`config.mk`:
```
export PLATFORM = sky130hd
export DESIGN_NAME = stis4_share_decoder
export DESIGN_NICKNAME = d
export VERILOG_FILES = /design/src/rtl/stis4_pkg.sv /design/src/rtl/stis4_out_reg.sv /design/src/rtl/stis4_share_decoder.sv
export SDC_FILE = /design/constraint.sdc
export NUM_CORES = 1
export LEC_CHECK = 0
export CAP_MARGIN = 20
export CORE_UTILIZATION = 40
export CTS_CLUSTER_SIZE = 8
export DETAILED_ROUTE_END_ITERATION = 12
export HOLD_SLACK_MARGIN = 0.15
export PLACE_DENSITY = 0.71
export SLEW_MARGIN = 20
export SYNTH_ARGS = -nofsm -noshare
export SYNTH_HDL_FRONTEND = slang
export SYNTH_SLANG_ARGS = --single-unit
```
`constraint.sdc`:
```
create_clock -name clk -period 1.38 [get_ports clk]
set_clock_uncertainty 0.1 [all_clocks]
set_input_delay 0.276 -clock clk [delete_from_list [all_inputs] [get_ports clk]]
set_output_delay 0.276 -clock clk [all_outputs]
set_load 0.01 [all_outputs]
```
`src/rtl/stis4_pkg.sv`:
```
// Shared constants and types for the TI S-box share pipeline.
package stis4_pkg;

  localparam int STIS4_WIDTH      = 4;
  localparam int STIS4_NUM_SHARES = 3;

  typedef enum logic {
    COLLECT = 1'b0,
    HOLD    = 1'b1
  } state_t;

  typedef logic [$clog2(STIS4_NUM_SHARES)-1:0] share_idx_t;

endpackage

```
`src/rtl/stis4_out_reg.sv`:
```
// Output register with valid/ready hold, reusable at TI pipeline boundaries.
module stis4_out_reg #(
  parameter int WIDTH = 4
) (
  input  logic             clk,
  input  logic             rst,
  input  logic             clear,
  input  logic             load,
  input  logic [WIDTH-1:0] load_data,
  input  logic             out_ready,
  output logic [WIDTH-1:0] out_data,
  output logic             out_valid,
  output logic             fire
);

  assign fire = out_valid & out_ready;

  // Consumed data is scrubbed to zero so no recombined value lingers.
  always_ff @(posedge clk) begin
    if (rst || clear) begin
      out_data  <= '0;
      out_valid <= 1'b0;
    end else if (load) begin
      out_data  <= load_data;
      out_valid <= 1'b1;
    end else if (fire) begin
      out_data  <= '0;
      out_valid <= 1'b0;
    end
  end

endmodule

```
`src/rtl/stis4_share_decoder.sv`:
```
// Serial recombination of Boolean shares into one unmasked value.
// Optional share-order checking is enabled with STIS4_SHARE_IDX_CHECK_EN.
module stis4_share_decoder
  import stis4_pkg::*;
#(
  parameter int  NUM_SHARES = STIS4_NUM_SHARES,
  parameter int  WIDTH      = STIS4_WIDTH,
  localparam int CW         = $clog2(NUM_SHARES)
) (
  input  logic             clk,
  input  logic             rst,
  input  logic             flush,
  input  logic [WIDTH-1:0] share_data,
  input  logic             share_valid,
  output logic             share_ready,
`ifdef STIS4_SHARE_IDX_CHECK_EN
  input  logic [CW-1:0]    share_idx,
  output logic             err,
`endif
  output logic [WIDTH-1:0] out_data,
  output logic             out_valid,
  input  logic             out_ready,
  output logic             busy
);

  state_t           state, state_next;
  logic [CW-1:0]    cnt, cnt_next;
  logic [WIDTH-1:0] acc, acc_next;
  logic             busy_next;
  logic             accept;
  logic             last;
  logic             idx_bad;
  logic             load;
  logic             consumed;

  assign share_ready = (state == COLLECT) && !rst;
  assign accept      = share_valid && share_ready;
  assign last        = (cnt == CW'(NUM_SHARES - 1));

`ifdef STIS4_SHARE_IDX_CHECK_EN
  assign idx_bad = (share_idx != cnt);
`else
  assign idx_bad = 1'b0;
`endif

  // Next-state logic; flush overrides any handshake in the same cycle.
  always_comb begin
    state_next = state;
    cnt_next   = cnt;
    acc_next   = acc;
    busy_next  = busy;
    load       = 1'b0;
    if (flush) begin
      state_next = COLLECT;
      cnt_next   = '0;
      acc_next   = '0;
      busy_next  = 1'b0;
    end else begin
      case (state)
        COLLECT: begin
          if (accept) begin
            if (idx_bad) begin
              cnt_next  = '0;
              acc_next  = '0;
              busy_next = 1'b0;
            end else if (last) begin
              load       = 1'b1;
              cnt_next   = '0;
              acc_next   = '0;
              busy_next  = 1'b1;
              state_next = HOLD;
            end else begin
              cnt_next  = cnt + CW'(1);
              acc_next  = acc ^ share_data;
              busy_next = 1'b1;
            end
          end
        end
        HOLD: begin
          if (consumed) begin
            busy_next  = 1'b0;
            state_next = COLLECT;
          end
        end
        default: state_next = COLLECT;
      endcase
    end
  end

  always_ff @(posedge clk) begin
    if (rst) begin
      state <= COLLECT;
      cnt   <= '0;
      acc   <= '0;
      busy  <= 1'b0;
    end else begin
      state <= state_next;
      cnt   <= cnt_next;
      acc   <= acc_next;
      busy  <= busy_next;
    end
  end

`ifdef STIS4_SHARE_IDX_CHECK_EN
  // Sticky until rst or flush so software sees every ordering fault.
  always_ff @(posedge clk) begin
    if (rst || flush) begin
      err <= 1'b0;
    end else if (accept && idx_bad) begin
      err <= 1'b1;
    end
  end
`endif

  stis4_out_reg #(
    .WIDTH(WIDTH)
  ) u_out_reg (
    .clk      (clk),
    .rst      (rst),
    .clear    (flush),
    .load     (load),
    .load_data(acc ^ share_data),
    .out_ready(out_ready),
    .out_data (out_data),
    .out_valid(out_valid),
    .fire     (consumed)
  );

endmodule

```
======== Yosys cells after proc, flatten, opt, wreduce, memory -nomap -nowiden ========
Index checks and enable logic that the tools add are counted.
W data, S select, Z words.
word-level totals
  bits in registers ....................... 13
  input bits .............................. 9
  output and inout port bits .............. 7
  word-level logic and storage cells ...... 35
operators by class
  $add $sub $neg .......................... 1
  equal/unequal tests ..................... 3
  multiplexer cells ....................... 14
  bitwise gates (word level) .............. 3
  reductions and logical operators ........ 8
operators with widths
  operator               number
  $mux W4                3
  $mux W1                8
  $pmux W1 S2            2
  $reduce_and A2 Y1      2
  $xor A4 B4 Y4          1
  $add A2 B1 Y2 const B  1
  $eq A2 B2 Y1 const B   1
  $logic_and A1 B1 Y1    2
  $mux W2                1
  $ne A2 B1 Y1 const B   1
  $ne A2 B2 Y1 const B   1
  $reduce_bool A2 Y1     1
  $reduce_or A2 Y1       1
  $and A1 B1 Y1          1
  $logic_not A1 Y1       1
  $logic_or A1 B1 Y1     1
  $not A1 Y1             1

======== Logic depth before layout (Yosys ltp) ========
  word-level depth ........................ 7
  mapped depth ............................ 4
  mapped depth without buffers ............ 3

======== Hierarchy ========
From an unflattened synthesis, not the netlist that was laid out.
second synthesis, totals
  cell total of the unflattened synthesis .. 68
  area, all modules ....................... 621.8 um2
by module, submodules not included
  module               times used  cells an instance  area each (um2)  seq. area each (um2)
  stis4_share_decoder  1           50                 416.6            160.2
  stis4_out_reg        1           18                 205.2            100.1

======== Worst setup path after synthesis ========
Ideal clock, no wire load.
  kind .................................... flip-flop to flip-flop
  start ................................... register state
  end ..................................... register cnt[0]
  setup time .............................. 0.067 ns
  arrival time ............................ 1.175 ns
  data required time ...................... 1.213 ns
  setup slack ............................. 0.038 ns
  cell stages (with the launch flop) ...... 4
  path buffers ............................ 0
  period minus slack after synthesis ...... 1.342 ns
  cell sequence ........................... dfxtp_1 > or3b_4 > or3_1 > a21oi_2
between the ends
  longest elaborated chain between the ends .. 4
ends and longest elaborated chain
  item                           line                       source
  start, declared                stis4_share_decoder.sv:26  state_t state, state_next;
  start signal, assigned         stis4_share_decoder.sv:97  state <= state_next;
  $not A1 Y1 *                   -
  $logic_and A1 B1 Y1            stis4_share_decoder.sv:36  assign share_ready = (state == COLLECT) && !rst;
  $logic_and A1 B1 Y1            stis4_share_decoder.sv:37  assign accept = share_valid && share_ready;
  $reduce_and A2 Y1 (no line) *  -
  end signal, assigned           stis4_share_decoder.sv:98  cnt <= cnt_next;
  end, declared                  stis4_share_decoder.sv:27  logic [CW-1:0] cnt, cnt_next;
Every way passes the cells marked *; elsewhere a longest branch is shown, timed or not.
A chain may end at the register's enable or synchronous reset.

======== Worst setup path after layout ========
Ends and elaborated chain as after synthesis.

==> metrics.md <==
| Metric | Value |
|---|---|
| Clock buffer depth | `2` |
| Final Non-Filler Cells | `113` |
| Crit start category | `flop` |
| Worst path max stage delay | `~0.41 ns` |
| Syn nets | `between 70 and 80` |
| Crit-path cells | `or3b_4 -> or3_4 -> a21oi_2` |
| Sw power | `0.164 mW` |
| Min-Delay Path Class | `flop to flop` |
| Buffers & Inverters on Critical Path | `0` |
| Inst Count DP | `about 110` |
| Pre-CTS setup slack | `-0.442 ns` |
| Drt drc | `0` |
| Clock Sinks | `13` |
| First-pass DRT Iterations | `4` |
| Routed Antenna Nets | `0` |
| Drt total wl | `1.38 mm` |
| Clock power frac | `32.0%` |
| Tmin final | `~1.4 ns` |
| Mapped cell area | `a little under 600 sq um` |
| Yosys reg bits | `13` |
| WHS | `between 0.3 and 0.4 ns` |
| Arrival time worst endpoint | `1.48 ns` |
| Worst Tran Pin Value | `between 0.2 and 0.3 ns` |
| Final Hold Vio Count | `0` |
| Main area contributors after synthesis | `dfxtp_1 (44%), nand2_1 (7.6%), a32o_1 (6.7%), mux2i_1 (6.7%), nor3b_1 (5.1%)` |
| Gpl congestion | `about 0.70` |
| Vias per cell | `a little over 5` |
| Clock transition at the registers of the reported paths | `0.08 ns` |
| H-tree levels | `1` |
| # diodes | `0` |
| Root Driver | `clkbuf_4` |
| CTS Buf Count | `3` |
| Max Slew Vio Count | `0` |
| Via Count | `581` |
| IO buf count | `15` |
| First-pass GRT wire length | `1.97 mm` |
| Slew margin rel. | `between 80% and 90%` |
| Max FO, Critical Path | `4` |
| Routed WL per cell | `12.2 um` |
| Critical path required time | `about 1.5 ns` |
| Endpoints failing setup | `0` |
| I/O pin count | `16` |
| Core Footprint | `1330 sq um` |
| Sw Share | `a little under a quarter` |
| Post-synthesis sequential area ratio | `roughly 44%` |
| Initial antenna violation count | `0` |
| Vias in the first global route | `approximately 500` |
| Setup TNS | `0 ns` |
| CTS tree | `yes` |
| Leakage power | `between 0.4 and 0.5 nW` |
| Num rows | `13` |
| Post-synth EDFFs | `0` |
| Nets | `around 110` |
| Initial core utilization | `around 45%` |
| Total GRT Usage | `approximately a fifth` |
| Post-Syn Instances | `65` |
| Die area | `about 1600 sq um` |
| DRT iter0 DRCs | `13` |
| RSZ-0062 raised after global routing | `yes` |
| Final Util | `67.4%` |
| Worst VDD drop | `~0.00044 V` |
| Die height | `between 40 and 50 um` |
| Critical path endpoint category | `flop` |
| Slowest-stage cell, CP | `or3b_4` |
| Top delay family on crit path | `simple AND/OR/NAND/NOR gates` |
| P&R area growth vs syn | `51.4%` |
| Yosys warnings | `0` |
| Sequential power share | `a little over half` |
| Hold Buf Count CTS | `0` |
| Design Area, Final | `900 sq um` |
| Max Cap Viol | `0` |
| Ratio of final minimum period to clock period | `between 90% and 100%` |
| Setup CP Type | `flop to flop` |
| Post-synth top area cell | `dfxtp_1` |
| Overall power | `approximately 0.7 mW` |
| Syn_area_per_cell | `9.14 sq um` |
| Pwr Density | `just under 800 nW/um^2` |
| Peak Freq | `around 730 MHz` |
| Worst-Skew Late Latency | `0.27 ns` |
| Status | `finished, final reports clean` |
| Most frequent cells after synthesis | `dfxtp_1 (13), nand2_1 (12)` |
| FFs w/ async S/R, synth | `0%` |
| Die Wd | `between 40 and 50 um` |
| PnR worst setup slack | `0.00945 ns` |
| Combinational Power Share | `roughly 14%` |
| Top-count cell post-synth | `dfxtp_1` |
| Layout cell share with drive strength beyond 1 | `~28%` |
| Largest net degree at the start of global routing | `8` |
| Post-DP HPWL | `1.04 mm` |
| Internal cell power | `about 0.55 mW` |
| Top cell type's share of synthesized area | `43.8%` |
| Main flop type after synthesis | `dfxtp_1` |
| Unique masters post-synth | `21` |
| Post-DP Area | `about 860 sq um` |
| Grt ovf | `0` |
==> per-layer routing <==
layer / GRT usage [%] / wire length [um] / vias to the layer above
li1: - / - / 303
met1: 20.3 / 627 / 260
met2: 33.3 / 686 / 16
met3: 3.33 / 54 / 2
met4: 12.5 / 12 / 0
met5: 0 / 0 / -
==> kinds of logic (layout without fill, tap and decap cells) <==
group | count (synthesis) | in the layout | share of synthesized area [%]
buffers and inverters | 1 | 34 | 0.631
DFF | 13 | 13 | 43.8
and+or+nand+nor | 29 | 29 | 26.7
xor gates and xnor gates | 4 | 4 | 5.90
muxes | 4 | 4 | 6.74
AOI/OAI and AO/OA | 14 | 14 | 16.2
==> registers in the layout, summed over array words and instances (netlist names) <==
| name | flops |
|---|---|
| u_out_reg.out_valid | 1 |
| busy | 1 |
| u_out_reg.out_data | 4 |
| cnt | 2 |
| state | 1 |
| acc | 4 |
==> tightest hold or removal path: stages, from the launching register on <==
cell and delay (ns):
dfxtp_1 0.32, nand2_1 0.06, mux2i_1 0.06
==> area by class of cell <==
| class | count | area, sq um |
|---|---|---|
| fillers | 115 | 434 |
| multi-input cells | 51 | 343 |
| flip-flops and latches | 13 | 264 |
| repair buffers | 30 | 248 |
| clock buffers | 4 | 26.3 |
| well taps | 15 | 18.8 |
==> final timing paths <==
check,startpoint,to,slack (ns),cells past startpoint
worst max-delay path,state,cnt[0],0.009,3
worst min-delay path,u_out_reg.out_data[1],u_out_reg.out_data[1],0.38,2
worst max register to register,state,cnt[0],0.009,3
worst min register to register,u_out_reg.out_data[1],u_out_reg.out_data[1],0.38,2
==> repair_timing <==
action,4_1_cts,5_1_grt
setup buffers,1,0
pin swaps,3,2
setup endpoints to repair,20,3
gates resized for setup,12,4
==> cell usage in the layout, fill, tap and decap left out, drive strengths merged, types with 2 or more instances in the layout <==
| cell type | count |
|---|---|
| xor2 | 3 |
| nand3b | 2 |
| dlygate4sd2 | 8 |
| a21oi | 5 |
| nor3b | 5 |
| mux2i | 4 |
| clkdlybuf4s50 | 6 |
| a32o | 4 |
| buf | 15 |
| nor2 | 4 |
| clkbuf | 5 |
| dfxtp | 13 |
| nand2 | 12 |
| o21ai | 4 |
==> power groups by stage <==
stage | clock network [mW] | logic [mW] | registers, mW
floorplan | 0 | 0.0396 | 0.392
global placement | 0 | 0.0984 | 0.392
detailed placement | 0 | 0.100 | 0.393
CTS | 0.238 | 0.0997 | 0.382
global route | 0.247 | 0.111 | 0.383
finish | 0.228 | 0.102 | 0.382
(Power assumes the default switching activity.)
